<file path="config.mk">
export PLATFORM = sky130hd
export DESIGN_NAME = mdu_div
export DESIGN_NICKNAME = d
export VERILOG_FILES = /design/src/rtl/mdu_div_pkg.sv /design/src/rtl/mdu_div_step.sv /design/src/rtl/mdu_div.sv
export SDC_FILE = /design/constraint.sdc
export NUM_CORES = 1
export LEC_CHECK = 0
export ABC_CLOCK_PERIOD_IN_PS = 9500
export CAP_MARGIN = 40
export CORE_UTILIZATION = 43
export DETAILED_ROUTE_END_ITERATION = 16
export SYNTH_ARGS = -nofsm -noshare
export SYNTH_HDL_FRONTEND = slang
export SYNTH_SLANG_ARGS = --single-unit
</file>
<file path="constraint.sdc">
create_clock -name clk -period 9.5 [get_ports clk]
set_clock_uncertainty 0.1 [all_clocks]
set_input_delay 1.9 -clock clk [delete_from_list [all_inputs] [get_ports clk]]
set_output_delay 1.9 -clock clk [all_outputs]
set_load 0.02 [all_outputs]
</file>
<file path="src/rtl/mdu_div_pkg.sv">
// Shared definitions for the iterative RV32M divide unit.
//   XLEN / CNT_W  : operand width and iteration-counter width (log2 XLEN)
//   mdu_op_e      : divide operation codes shared with the instruction decoder
//   mdu_state_e   : divider FSM state codes, also exported on the debug port
//   helpers       : signedness/remainder decode and magnitude extraction
package mdu_div_pkg;

    localparam int XLEN  = 32;
    localparam int CNT_W = 5;

    localparam logic [XLEN-1:0] XLEN_MIN_NEG = {1'b1, {(XLEN-1){1'b0}}};

    typedef enum logic [1:0] {
        MDU_OP_DIV  = 2'b00,
        MDU_OP_DIVU = 2'b01,
        MDU_OP_REM  = 2'b10,
        MDU_OP_REMU = 2'b11
    } mdu_op_e;

    typedef enum logic [1:0] {
        MDU_IDLE  = 2'b00,
        MDU_CALC  = 2'b01,
        MDU_FIXUP = 2'b10,
        MDU_DONE  = 2'b11
    } mdu_state_e;

    // op[0]=0 selects the signed variants (DIV, REM).
    function automatic logic op_is_signed(input logic [1:0] op);
        return ~op[0];
    endfunction

    // op[1]=1 selects the remainder variants (REM, REMU).
    function automatic logic op_is_rem(input logic [1:0] op);
        return op[1];
    endfunction

    // Magnitude of a possibly-signed operand. |0x8000_0000| wraps back to
    // 0x8000_0000, which is the correct unsigned magnitude.
    function automatic logic [XLEN-1:0] mag(input logic [XLEN-1:0] v, input logic is_signed);
        return (is_signed && v[XLEN-1]) ? -v : v;
    endfunction

endpackage

</file>
<file path="src/rtl/mdu_div_step.sv">
// One restoring-division step (purely combinational).
//   rem      : current partial remainder (XLEN+1 bits)
//   q_msb    : dividend/quotient bit shifted into the remainder this step
//   divisor  : unsigned divisor magnitude
//   rem_next : partial remainder after the trial subtract
//   q_bit    : quotient bit produced by this step
module mdu_div_step
    import mdu_div_pkg::*;
(
    input  logic [XLEN:0]   rem,
    input  logic            q_msb,
    input  logic [XLEN-1:0] divisor,
    output logic [XLEN:0]   rem_next,
    output logic            q_bit
);

    logic [XLEN+1:0] shifted;
    logic [XLEN+1:0] diff;

    always_comb begin
        shifted = {rem, q_msb};
        diff    = shifted - {2'b00, divisor};
        // No borrow out of the subtract means shifted >= divisor.
        q_bit    = ~diff[XLEN+1];
        rem_next = q_bit ? diff[XLEN:0] : shifted[XLEN:0];
    end

endmodule

</file>
<file path="src/rtl/mdu_div.sv">
// Iterative RV32M divider (DIV/DIVU/REM/REMU) for a single-cycle core.
//   clk, rst  : clock and synchronous active-high reset
//   start     : request, sampled only while the FSM is idle
//   op, A, B  : operation and operands, captured on the accepting edge
//   busy      : high from the cycle after acceptance through the done cycle
//   done      : one-cycle pulse, result valid
//   result    : quotient or remainder, held until the next accepted start
//   dbg_state : current FSM state for observation
//
// Handshake: a start seen high on a rising edge while idle is accepted and its
// operands captured; inputs need not be held afterwards. busy then stays high
// until and including the single done cycle; start is ignored while busy.
module mdu_div
    import mdu_div_pkg::*;
(
    input  logic            clk,
    input  logic            rst,
    input  logic            start,
    input  logic [1:0]      op,
    input  logic [XLEN-1:0] A,
    input  logic [XLEN-1:0] B,
    output logic            busy,
    output logic            done,
    output logic [XLEN-1:0] result,
    output mdu_state_e      dbg_state
);

    mdu_state_e      state_q, state_d;
    logic [1:0]      op_q, op_d;
    logic            a_neg_q, a_neg_d;
    logic            b_neg_q, b_neg_d;
    logic [XLEN:0]   rem_q, rem_d;
    logic [XLEN-1:0] quo_q, quo_d;
    logic [XLEN-1:0] div_q, div_d;
    logic [CNT_W-1:0] cnt_q, cnt_d;
    logic [XLEN-1:0] result_q, result_d;
    logic            busy_q, busy_d;
    logic            done_q, done_d;

    logic [XLEN:0]   step_rem;
    logic            step_bit;
    logic [XLEN-1:0] quo_fix;
    logic [XLEN-1:0] rem_fix;

    mdu_div_step u_step (
        .rem      (rem_q),
        .q_msb    (quo_q[XLEN-1]),
        .divisor  (div_q),
        .rem_next (step_rem),
        .q_bit    (step_bit)
    );

    always_comb begin
        state_d  = state_q;
        op_d     = op_q;
        a_neg_d  = a_neg_q;
        b_neg_d  = b_neg_q;
        rem_d    = rem_q;
        quo_d    = quo_q;
        div_d    = div_q;
        cnt_d    = cnt_q;
        result_d = result_q;

        // Sign correction applied to the unsigned magnitudes: the quotient is
        // negative when operand signs differ, the remainder follows the dividend.
        quo_fix = (a_neg_q ^ b_neg_q) ? -quo_q : quo_q;
        rem_fix = a_neg_q ? -rem_q[XLEN-1:0] : rem_q[XLEN-1:0];

        case (state_q)
            MDU_IDLE: begin
                if (start) begin
                    op_d    = op;
                    a_neg_d = op_is_signed(op) & A[XLEN-1];
                    b_neg_d = op_is_signed(op) & B[XLEN-1];
                    if (B == '0) begin
                        result_d = op_is_rem(op) ? A : '1;
                        state_d  = MDU_DONE;
                    end else if (op_is_signed(op) && A == XLEN_MIN_NEG && B == '1) begin
                        result_d = op_is_rem(op) ? '0 : XLEN_MIN_NEG;
                        state_d  = MDU_DONE;
                    end else begin
                        // The quotient register starts out holding the dividend;
                        // its bits shift out into the remainder MSB first.
                        quo_d   = mag(A, op_is_signed(op));
                        div_d   = mag(B, op_is_signed(op));
                        rem_d   = '0;
                        cnt_d   = '0;
                        state_d = MDU_CALC;
                    end
                end
            end
            MDU_CALC: begin
                rem_d = step_rem;
                quo_d = {quo_q[XLEN-2:0], step_bit};
                cnt_d = cnt_q + 1'b1;
                if (cnt_q == CNT_W'(XLEN - 1)) begin
                    state_d = MDU_FIXUP;
                end
            end
            MDU_FIXUP: begin
                result_d = op_is_rem(op_q) ? rem_fix : quo_fix;
                state_d  = MDU_DONE;
            end
            default: begin
                state_d = MDU_IDLE;
            end
        endcase

        busy_d = (state_d != MDU_IDLE);
        done_d = (state_d == MDU_DONE);
    end

    always_ff @(posedge clk) begin
        if (rst) begin
            state_q  <= MDU_IDLE;
            op_q     <= '0;
            a_neg_q  <= 1'b0;
            b_neg_q  <= 1'b0;
            rem_q    <= '0;
            quo_q    <= '0;
            div_q    <= '0;
            cnt_q    <= '0;
            result_q <= '0;
            busy_q   <= 1'b0;
            done_q   <= 1'b0;
        end else begin
            state_q  <= state_d;
            op_q     <= op_d;
            a_neg_q  <= a_neg_d;
            b_neg_q  <= b_neg_d;
            rem_q    <= rem_d;
            quo_q    <= quo_d;
            div_q    <= div_d;
            cnt_q    <= cnt_d;
            result_q <= result_d;
            busy_q   <= busy_d;
            done_q   <= done_d;
        end
    end

    assign busy      = busy_q;
    assign done      = done_q;
    assign result    = result_q;
    assign dbg_state = state_q;

endmodule

</file>
==> metrics.csv <==
metric,value,unit
Slew HR,0.405,
"Largest stage delay, worst path",0.75,ns
Skew-Pair Late Insertion Delay,0.43,ns
Clk pwr share,0.355,
I/O Pins,105,
Post-CTS Resized,0,
Via density,5.71,
CTS Buf Count,17,
Post-Layout Cell Count,1814,
critical path type,input port to register,
Static Leak,0.00480,µW
Hold Crit Class,register to register,
yosys warns,0,
Multi-input gate area,0.00721,mm²
CP endpoint kind,register,
CTS HTree Levels,4,
CP required,9.70,ns
R2R Path Start,quo_q[31],
CTS tree,done,
post-route minimum period,5.51,ns
CP Launch Type,input port,
hold buffers post-CTS,0,
final antenna diode count,0,
ratio of cells with drive above 1 in the final layout,0.0510,
first-pass GRT wire length,51.0,mm
Internal,1270,µW
Initial Util,0.437,
combinational power share,0.298,
FILL cells,2452,
leading area contributor after synthesis,dfxtp_1,
RePlAce Congestion,0.879,
crit path to,quo_q[31],
Clock Path Buffers,2,
post-DP HPWL,23.7,mm
"Async S/R FF share, synth",0,
initial antenna violation count,0,
Synth Cell Area,0.0106,mm²
chip width,159,µm
Clock Sinks,141,
Yosys cell types,71,
gr usage total,0.249,
top_reg_cell synth,dfxtp_1,
crit path from,A[4],
# nets final,1586,
Post-synth EDFFs,0,
Max Transition Viols Final,0,
top achievable clock speed,182,MHz
total of max-cap violations,0,
Worst-Margin Slew,0.892,ns
post-synth top area share,0.266,
CP Max Fanout,44,
highest ir drop seen on vdd,0.114,mV
"CP delay by family, top",simple AND/OR/NAND/NOR gates,
post-placement cell count,1782,
count of final setup violators,0,
Avg WL per Cell,17.5,µm
CORE AREA,0.0242,mm²
First DRT Iteration DRCs,848,
Power Density,155,mW/mm²
worst flop-to-flop path endpoint,rem_q[20],
DRC Markers,0,
WP data arrival,5.71,ns
Port Buf Inserts,104,
setup TNS,0,ns
storage element area,0.00282,mm²
Crit path depth,11,
Die Span Y,159,µm
P&R area growth vs syn,17.9,%
sequential element share of the synthesized area,0.266,
Util after Layout,0.515,
Worst-path clk slew,0.07,ns
RSZ-0062 raised after global routing,false,
final hold vios,0,
sw frac,0.342,
Total Routed Length,31.7,mm
routed vias,10400,
DRT Pass-1 Iters,5,
Crit-path slowest cell,nor4_1,
root buf cell,clkbuf_16,
Reg2Reg Depth,13,
Mapped Cells,1418,
Post-Syn Area per Cell,7.47,µm²
Reg power frac,0.347,
number of global-route vias before repair,9608,
Setup Buffers After CTS,0,
"top cells by area, synth","dfxtp_1 27%, xor2_1 6.7%, nor2_1 6.4%",
outcome,"complete, no violations",
R2R setup slack,5.95,ns
die area,0.0253,mm²
buffer and inverter count on the worst path,2,
Post-Layout Inst Area,0.0125,mm²
CP Cell Sequence,clkdlybuf4s50_1 > nor4_1 > nand3_1 > nor4_4 > a2bb2o_4 > nor3b_1 > nor2_4 > buf_4 > nor3_1 > a221oi_1 > nor2_1,
Post-Syn Nets,1527,
aggregate global routing overflow,0,
Antenna Nets Post-Route,0,
Psw,662,µW
area post-placement,0.0119,mm²
Core Rows,57,
crit share post-route,0.580,
pin count of the biggest net entering global routing,79,
Seq cells post-synth,141,
## worst min-delay path by stage
stage | from | endpoint | slack (ns) | depth (start not counted)
after global placement | result[25] | result[25] | 0.34 | 1
final | result[17] | result[17] | 0.35 | 2
after CTS | result[28] | result[28] | 0.36 | 2
after floorplan | div_q[31] | div_q[31] | 0.35 | 2
after global routing | result[28] | result[28] | 0.38 | 2
after detailed placement | result[28] | result[28] | 0.35 | 2
## state kept, by name (all words and copies together), names as in the netlist
name,flops
quo_q,32
b_neg_q,1
busy,1
cnt_q,5
op_q,1
done,1
result,32
dbg_state,2
rem_q,33
a_neg_q,1
div_q,32
## layout make-up
| type | instances | share of cell area |
|---|---|---|
| sequential | 141 | 0.226 |
| clock inverter | 12 | 0.0110 |
| multi-input combinational | 1135 | 0.578 |
| tap | 324 | 0.0325 |
| timing repair buffer | 121 | 0.0970 |
| inverter | 61 | 0.0183 |
| clock buffer | 20 | 0.0374 |
## layout by cell type (no fill, tap or decap), drive strengths merged, types with 12 or more instances in the layout
cell type      netlist  final
nor2               184    184
dfxtp              141    141
a21oi              130    130
nand2              124    124
o21ai              104    104
clkdlybuf4s50        0    103
xor2                81     81
xnor2               66     66
a211oi              65     65
inv                 61     62
ha                  39     39
nor3                33     33
mux2i               27     27
a31oi               23     23
o31ai               21     21
o211ai              21     21
clkbuf              60     20
buf                 21     18
nor2b               16     16
nand3               15     15
nand2b              14     14
o41ai               13     13
or4                 13     13
nand4               12     12
nor4                12     12
## tightest hold or removal path: stages (launching register included)
cell and delay [ns]:
dfxtp_1 0.31, nand2_1 0.05, a21oi_1 0.05
## logic make-up (layout without fill, tap and decap cells)
kind of cell,count (synthesis),after routing,share of synthesized area
xor gates and xnor gates,147,147,0.122
DFF,141,141,0.266
muxes,31,31,0.0298
AOI/OAI and AO/OA,455,455,0.273
buffers and inverters,142,214,0.0553
and+or+nand+nor,462,462,0.206
adders and majority gates,40,40,0.0480
## metrics by stage
step,hold WS (ns),power (µW),setup WS [ns]
floorplan,0.346,1090,5.14
global placement,0.344,1240,3.70
detailed placement,0.346,1250,3.68
CTS,0.355,1940,4.06
global route,0.383,2040,3.73
finish,0.353,1940,3.99
## power groups by stage
stage	sequential, µW	clock (µW)	combinational [µW]
after floorplan	669	0	424
after detailed placement	684	0	570
after global routing	677	722	643
after global placement	684	0	560
final	672	687	577
after CTS	671	695	575
## layer usage
metal  GRT usage  wire, µm  share of wire  up-vias
met5           0         0              0        -
met4      0.0686       618          0.019        0
met3      0.0425      1760          0.055       39
met2       0.398     14000           0.44      325
met1       0.346     15400           0.49     4764
li1            -         -              -     5234
## synth_stat cells, types with 12 or more instances
cell      count
dfxtp_1     141
a211oi_1     65
clkbuf_1     59
buf_2        14
xnor2_1      66
o41ai_1      13
nand4_1      12
o21ai_0      95
nor2b_1      16
o211ai_1     21
nand2b_1     13
nor2_1      182
a21oi_1     130
nor3_1       32
ha_1         39
inv_1        61
nand2_1     124
mux2i_1      27
nand3_1      15
xor2_1       81
o31ai_1      21
a31oi_1      22
Note: power is estimated with default switching activity, not from simulation.
